[src/rtl/fetch_stage.sv]
// Instruction fetch stage: PC register, IF/ID pipeline register and RUN/DRAIN/HALT halt sequencer.
// Define FETCH_PERF_CNT_EN to add the StallCnt/FlushCnt performance counter outputs.
//
// state | meaning
// RUN   | normal fetch, PC advances or redirects
// DRAIN | halt word seen, PC held, bubbles issued for DRAIN_CYCLES cycles
// HALT  | fetch stopped until reset, redirects ignored
module fetch_stage #(
    parameter logic [31:0] RESET_PC     = 32'h0000_0000,
    parameter logic [31:0] HALT_WORD    = 32'hFFFF_FFFF,
    parameter int unsigned DRAIN_CYCLES = 4
) (
    input  logic        CLK,
    input  logic        RESET_N,
    input  logic        Stall_F,
    input  logic        Stall_D,
    input  logic        Flush_D,
    input  logic [2:0]  PC_Src_S,
    input  logic [31:0] BranchTarget,
    input  logic [31:0] JumpTarget,
    input  logic [31:0] JrTarget,
    input  logic [31:0] Instr_IM,
    output logic [31:0] PC_F,
    output logic [31:0] Instr_D,
    output logic [31:0] PCPlus4_D,
    output logic        Valid_D,
`ifdef FETCH_PERF_CNT_EN
    output logic [31:0] StallCnt,
    output logic [31:0] FlushCnt,
`endif
    output logic        Halted
);

    typedef enum logic [1:0] {S_RUN = 2'd0, S_DRAIN = 2'd1, S_HALT = 2'd2} state_t;

    localparam logic [3:0] LP_DRAIN_LAST = 4'(DRAIN_CYCLES - 1);

    state_t      r_state, w_state_nxt;
    logic [3:0]  r_cnt, w_cnt_nxt;
    logic [31:0] r_pc, w_pc_nxt;
    logic [31:0] r_instr, r_pcp4;
    logic        r_valid;

    logic [31:0] w_pc_plus4;
    logic [31:0] w_target;
    logic        w_src_redirect;
    logic        w_redirect;
    logic        w_halt_detect;

    assign w_pc_plus4     = r_pc + 32'd4;
    assign w_src_redirect = (PC_Src_S == 3'b001) || (PC_Src_S == 3'b010) || (PC_Src_S == 3'b011);
    assign w_redirect     = w_src_redirect && (r_state != S_HALT);
    assign w_halt_detect  = (r_state == S_RUN) && (Instr_IM == HALT_WORD) && !Stall_F && !w_src_redirect;

    always_comb begin
        w_target = JrTarget;
        case (PC_Src_S)
            3'b001:  w_target = BranchTarget;
            3'b010:  w_target = JumpTarget;
            default: w_target = JrTarget;
        endcase
    end

    always_ff @(posedge CLK or negedge RESET_N) begin
        if (!RESET_N) begin
            r_state <= S_RUN;
            r_cnt   <= 4'd0;
        end else begin
            r_state <= w_state_nxt;
            r_cnt   <= w_cnt_nxt;
        end
    end

    always_comb begin
        w_state_nxt = r_state;
        w_cnt_nxt   = r_cnt;
        case (r_state)
            S_RUN: begin
                if (w_halt_detect) begin
                    w_state_nxt = S_DRAIN;
                    w_cnt_nxt   = 4'd0;
                end
            end
            S_DRAIN: begin
                if (w_redirect) begin
                    w_state_nxt = S_RUN;
                    w_cnt_nxt   = 4'd0;
                end else if (r_cnt == LP_DRAIN_LAST) begin
                    w_state_nxt = S_HALT;
                    w_cnt_nxt   = 4'd0;
                end else begin
                    w_cnt_nxt = r_cnt + 4'd1;
                end
            end
            default: begin
                w_state_nxt = S_HALT;
            end
        endcase
    end

    // The PC also holds on the edge that detects the halt word, so it parks on that address.
    always_comb begin
        w_pc_nxt = w_pc_plus4;
        if (r_state == S_HALT)
            w_pc_nxt = r_pc;
        else if (w_redirect)
            w_pc_nxt = w_target;
        else if ((r_state == S_DRAIN) || w_halt_detect)
            w_pc_nxt = r_pc;
        else if (Stall_F)
            w_pc_nxt = r_pc;
    end

    always_ff @(posedge CLK or negedge RESET_N) begin
        if (!RESET_N)
            r_pc <= RESET_PC;
        else
            r_pc <= w_pc_nxt;
    end

    always_ff @(posedge CLK or negedge RESET_N) begin
        if (!RESET_N) begin
            r_instr <= 32'd0;
            r_pcp4  <= 32'd0;
            r_valid <= 1'b0;
        end else if (Flush_D) begin
            r_instr <= 32'd0;
            r_pcp4  <= 32'd0;
            r_valid <= 1'b0;
        end else if (!Stall_D) begin
            if ((r_state != S_RUN) || w_halt_detect) begin
                r_instr <= 32'd0;
                r_valid <= 1'b0;
            end else begin
                r_instr <= Instr_IM;
                r_pcp4  <= w_pc_plus4;
                r_valid <= 1'b1;
            end
        end
    end

`ifdef FETCH_PERF_CNT_EN
    logic [31:0] r_stall_cnt, r_flush_cnt;

    always_ff @(posedge CLK or negedge RESET_N) begin
        if (!RESET_N) begin
            r_stall_cnt <= 32'd0;
            r_flush_cnt <= 32'd0;
        end else begin
            if (Stall_F && (r_state == S_RUN) && (r_stall_cnt != 32'hFFFF_FFFF))
                r_stall_cnt <= r_stall_cnt + 32'd1;
            if (Flush_D && (r_flush_cnt != 32'hFFFF_FFFF))
                r_flush_cnt <= r_flush_cnt + 32'd1;
        end
    end

    assign StallCnt = r_stall_cnt;
    assign FlushCnt = r_flush_cnt;
`endif

    assign PC_F      = r_pc;
    assign Instr_D   = r_instr;
    assign PCPlus4_D = r_pcp4;
    assign Valid_D   = r_valid;
    assign Halted    = (r_state == S_HALT);

endmodule

[config.mk]
export PLATFORM = sky130hd
export DESIGN_NAME = fetch_stage
export DESIGN_NICKNAME = d
export VERILOG_FILES = /design/src/rtl/fetch_stage.sv
export SDC_FILE = /design/constraint.sdc
export NUM_CORES = 1
export LEC_CHECK = 0
export ABC_CLOCK_PERIOD_IN_PS = 1850
export CAP_MARGIN = 20
export CORE_MARGIN = 4
export CORE_UTILIZATION = 39
export CTS_CLUSTER_DIAMETER = 50
export DETAILED_ROUTE_END_ITERATION = 12
export PLACE_DENSITY = 0.78
export SLEW_MARGIN = 40
export SYNTH_ARGS = -nofsm -noshare
export SYNTH_HDL_FRONTEND = slang
export SYNTH_SLANG_ARGS = --single-unit
[constraint.sdc]
create_clock -name CLK -period 1.85 [get_ports CLK]
set_input_delay 0.185 -clock CLK [delete_from_list [all_inputs] [get_ports CLK]]
set_output_delay 0.185 -clock CLK [all_outputs]
set_load 0.02 [all_outputs]
==> out/results.txt <==
outcome -> finished with violations
violated checks -> negative setup slack
H-tree levels -> 3
worst hold start -> Instr_IM[27]
post-synthesis async set-or-reset flop share -> 100%
crit start category -> flip-flop
DR DRC count -> 0
largest family of logic cells by synthesized area -> compound AO/OA/AOI/OAI gates
drt first pass iters -> 5
Die X -> 127 um
main area contributors after synthesis -> dfrtp_1 47%, a22o_1 10%, a22oi_1 3.1%
Avg Inst Size Synth -> 10.2 um^2
Adder-Cell Fraction of Synth Area -> 0.456%
post-synthesis cell area -> 0.00549 mm^2
Hold Path End -> Instr_D[27]$_DFFE_PN0P_
synth warn -> 0
clock latency on the worst-skew pair -> 0.36 ns
core area -> 0.0138 mm^2
first-pass GRT wire length -> 33.1 mm
synth-to-layout area growth -> 73.1%
EDFF count, synth -> 0
Clock Skew -> 0.00826 ns
most frequent cell after synthesis -> dfrtp_1
post-route minimum period -> 1.89 ns
crit-path max FO -> 33
Max Freq -> 530 MHz
CTS tree -> built
final core utilization -> 68.7%
share of Yosys cell area claimed by the top area cell type -> 46.9%
global route total overflow -> 0
Synth Area in Compound Gates -> 29.1%
CTS buffer count -> 9
RSZ-0062 raised after global routing -> true
share of layout cells above drive strength 1 -> 22.3%
top post-synthesis cells by count -> 103 x dfrtp_1, 65 x a22o_1, 45 x nand2_1, 29 x clkbuf_1, 23 x a22oi_1
worst vdd ir -> 443 uV
Synth Register Bits -> 103
routed len/inst -> 21.0 um
PwrDens -> 703 mW/mm^2
sequential area share after synthesis -> 46.9%
vias per cell -> 5.83
CP Data Required Time -> 2.09 ns
part of the cycle the worst path needs -> 102%
syn_nets -> 675
mux cell area share after synthesis -> 1.14%
xor and xnor area share after synthesis -> 4.47%
Clk pin slew, worst setup/hold paths -> 0.07 ns
GRT Total Usage -> 25.7%
Setup CP Type -> reg2reg
input/output buffers -> 233
Final WS setup -> -0.0365 ns
distinct cell type count after synthesis -> 55
FF-to-FF Start -> r_state[1]$_DFFE_PN0P_
Placed Area -> 0.00884 mm^2
CTS Buffer Depth -> 2
Hold Path Depth -> 2
initial antenna violation count -> 0
row count -> 43
worst slew pin tran -> 0.513 ns
MaxCap Viol Count -> 0
clock sinks -> 103
detailed-route via count -> 6097
die area -> 0.0160 mm^2
Hold WC Path Type -> in2reg
CP Capture Type -> flip-flop
largest net degree at the start of global routing -> 56
Detailed Route Iter0 Violations -> 395
die outline height -> 127 um
Leak -> 4.11 nW
Finish-stage setup viols -> 38
Initial Utilization -> 39.7%
RR Endpoint -> Instr_D[22]$_DFFE_PN0P_
Worst slew margin -> 65.8%
dpl hpwl -> 16.1 mm
diode count -> 0
Synth Flop Type -> dfrtp_1
post-route ant nets -> 0
fin nets -> 998
Worst Path Arrival -> 2.13 ns
r2r setup slk -> -0.04 ns
Synth Instances -> 537
Post-Synth Simple-Gate Area -> 14.6%
DRT Wirelength -> 22.0 mm
final hold viol count -> 0
design area -> 0.00950 mm^2
cell depth of the worst flop-to-flop path -> 8
GPL Wtd Cong -> 0.886
setup TNS -> -0.460 ns
Root Buffer -> clkbuf_16
# IOs -> 234
Synth area leader -> dfrtp_1
number of global-route vias before repair -> 6337
Slew Viols, Final -> 0
-- layout make-up --
| type | count | area [um^2] |
|---|---|---|
| clock inverter | 5 | 41.3 |
| sequential | 103 | 2590 |
| inverter | 6 | 26.3 |
| tap | 180 | 225 |
| timing repair buffer | 349 | 3360 |
| fill | 1009 | 4320 |
| clock buffer | 11 | 243 |
| multi-input combinational | 391 | 3020 |
-- layout by cell type (no fill, tap or decap), types with 5 or more instances in the layout --
cell type and n:
a21o_1 17, a21oi_1 18, a22o_1 65, a22oi_1 23, and3_1 5, and4_1 5, buf_12 10, buf_4 96
buf_6 8, clkbuf_16 11, clkdlybuf4s50_1 200, dfrtp_1 94, dfrtp_2 9, dlygate4sd2_1 27, inv_1 5, nand2_1 41
nand3_1 18, nand4_1 15, nor2_1 11, nor3_1 5, nor3_4 5, nor4_1 5, o211ai_1 18, o21ai_0 7
o22ai_1 5, o311ai_1 11, xnor2_1 18, xor2_1 10
-- power breakdown --
part	switching (W)	internal, W	leakage, nW
Combinational	0.00105	0.00113	2.65
Clock	0.000902	0.000966	0.138
Sequential	0.000176	0.00246	1.33
-- through the flow --
| stage | total power, W | setup slack, ns | instances | hold WS [ns] |
|---|---|---|---|---|
| 4_1_cts | 0.00661 | -0.0100 | 1034 | 0.196 |
| 2_1_floorplan | 0.00352 | -0.0779 | 537 | -0.111 |
| 6_report | 0.00668 | -0.0365 | 1045 | 0.198 |
| 3_5_place_dp | 0.00476 | -0.645 | 1008 | 0.137 |
| 3_3_place_gp | 0.00471 | -0.582 | 1008 | 0.128 |
| 5_1_grt | 0.00694 | -0.133 | 1045 | 0.197 |
-- routing by layer --
metal  global-route usage, %  share of wire (%)  up-vias  routed length (um)
li1                        -                  -     2751                   -
met1                    29.8                 38     2980                8420
met2                    44.9                 50      328               10900
met3                    8.00                9.4       38                2060
met4                    8.96                2.5        0                 549
met5                       0                  0        -                   0
-- what timing repair did --
| action | CTS | global route |
|---|---|---|
| hold buffers | 1 | 0 |
| resized for setup | 56 | 35 |
| endpoints found under the setup margin | 95 | 94 |
| pin swaps | 21 | 27 |
| endpoints found under the hold margin | 25 | 0 |
| cloned | 1 | 2 |
| buffers inserted | 8 | 9 |
-- sequential cells by signal, summed over array words and instances (netlist names) --
| register | count |
|---|---|
| PC_F | 32 |
| PCPlus4_D | 32 |
| Instr_D | 32 |
| r_cnt | 4 |
| r_state | 2 |
| Valid_D | 1 |
-- worst max-delay path: stages (launching register included) --
cell     delay [ns]
dfrtp_1        0.41
buf_4          0.15
nor2_2         0.13
nand4_1        0.13
buf_6          0.16
nor3_4         0.23
nor3b_4        0.12
buf_12         0.19
a22o_1         0.25
-- logic make-up (layout without fill, tap and decap cells) --
| family | after synthesis | count (layout) |
|---|---|---|
| AO/OA/AOI/OAI | 203 | 203 |
| buffers and inverters | 44 | 371 |
| XOR/XNOR | 28 | 28 |
| flip-flops | 103 | 103 |
| adder cells (fa/ha/maj) | 2 | 2 |
| multiplexers | 6 | 6 |
| AND/OR/NAND/NOR | 151 | 152 |
-- worst max path at each step --
| stage | from | end | slack, ns | depth (start not counted) |
|---|---|---|---|---|
| 2_1_floorplan | PC_F[10]$_DFFE_PN0P_ | PC_F[31]$_DFFE_PN0P_ | -0.08 | 6 |
| 3_3_place_gp | Instr_IM[29] | PC_F[26]$_DFFE_PN0P_ | -0.58 | 7 |
| 3_5_place_dp | Instr_IM[1] | PC_F[8]$_DFFE_PN0P_ | -0.65 | 6 |
| 4_1_cts | r_state[0]$_DFFE_PN0P_ | PC_F[21]$_DFFE_PN0P_ | -0.01 | 9 |
| 5_1_grt | r_state[1]$_DFFE_PN0P_ | PC_F[6]$_DFFE_PN0P_ | -0.13 | 7 |
| 6_report | r_state[1]$_DFFE_PN0P_ | Instr_D[22]$_DFFE_PN0P_ | -0.04 | 8 |
Power figures use the tool's default switching activity.
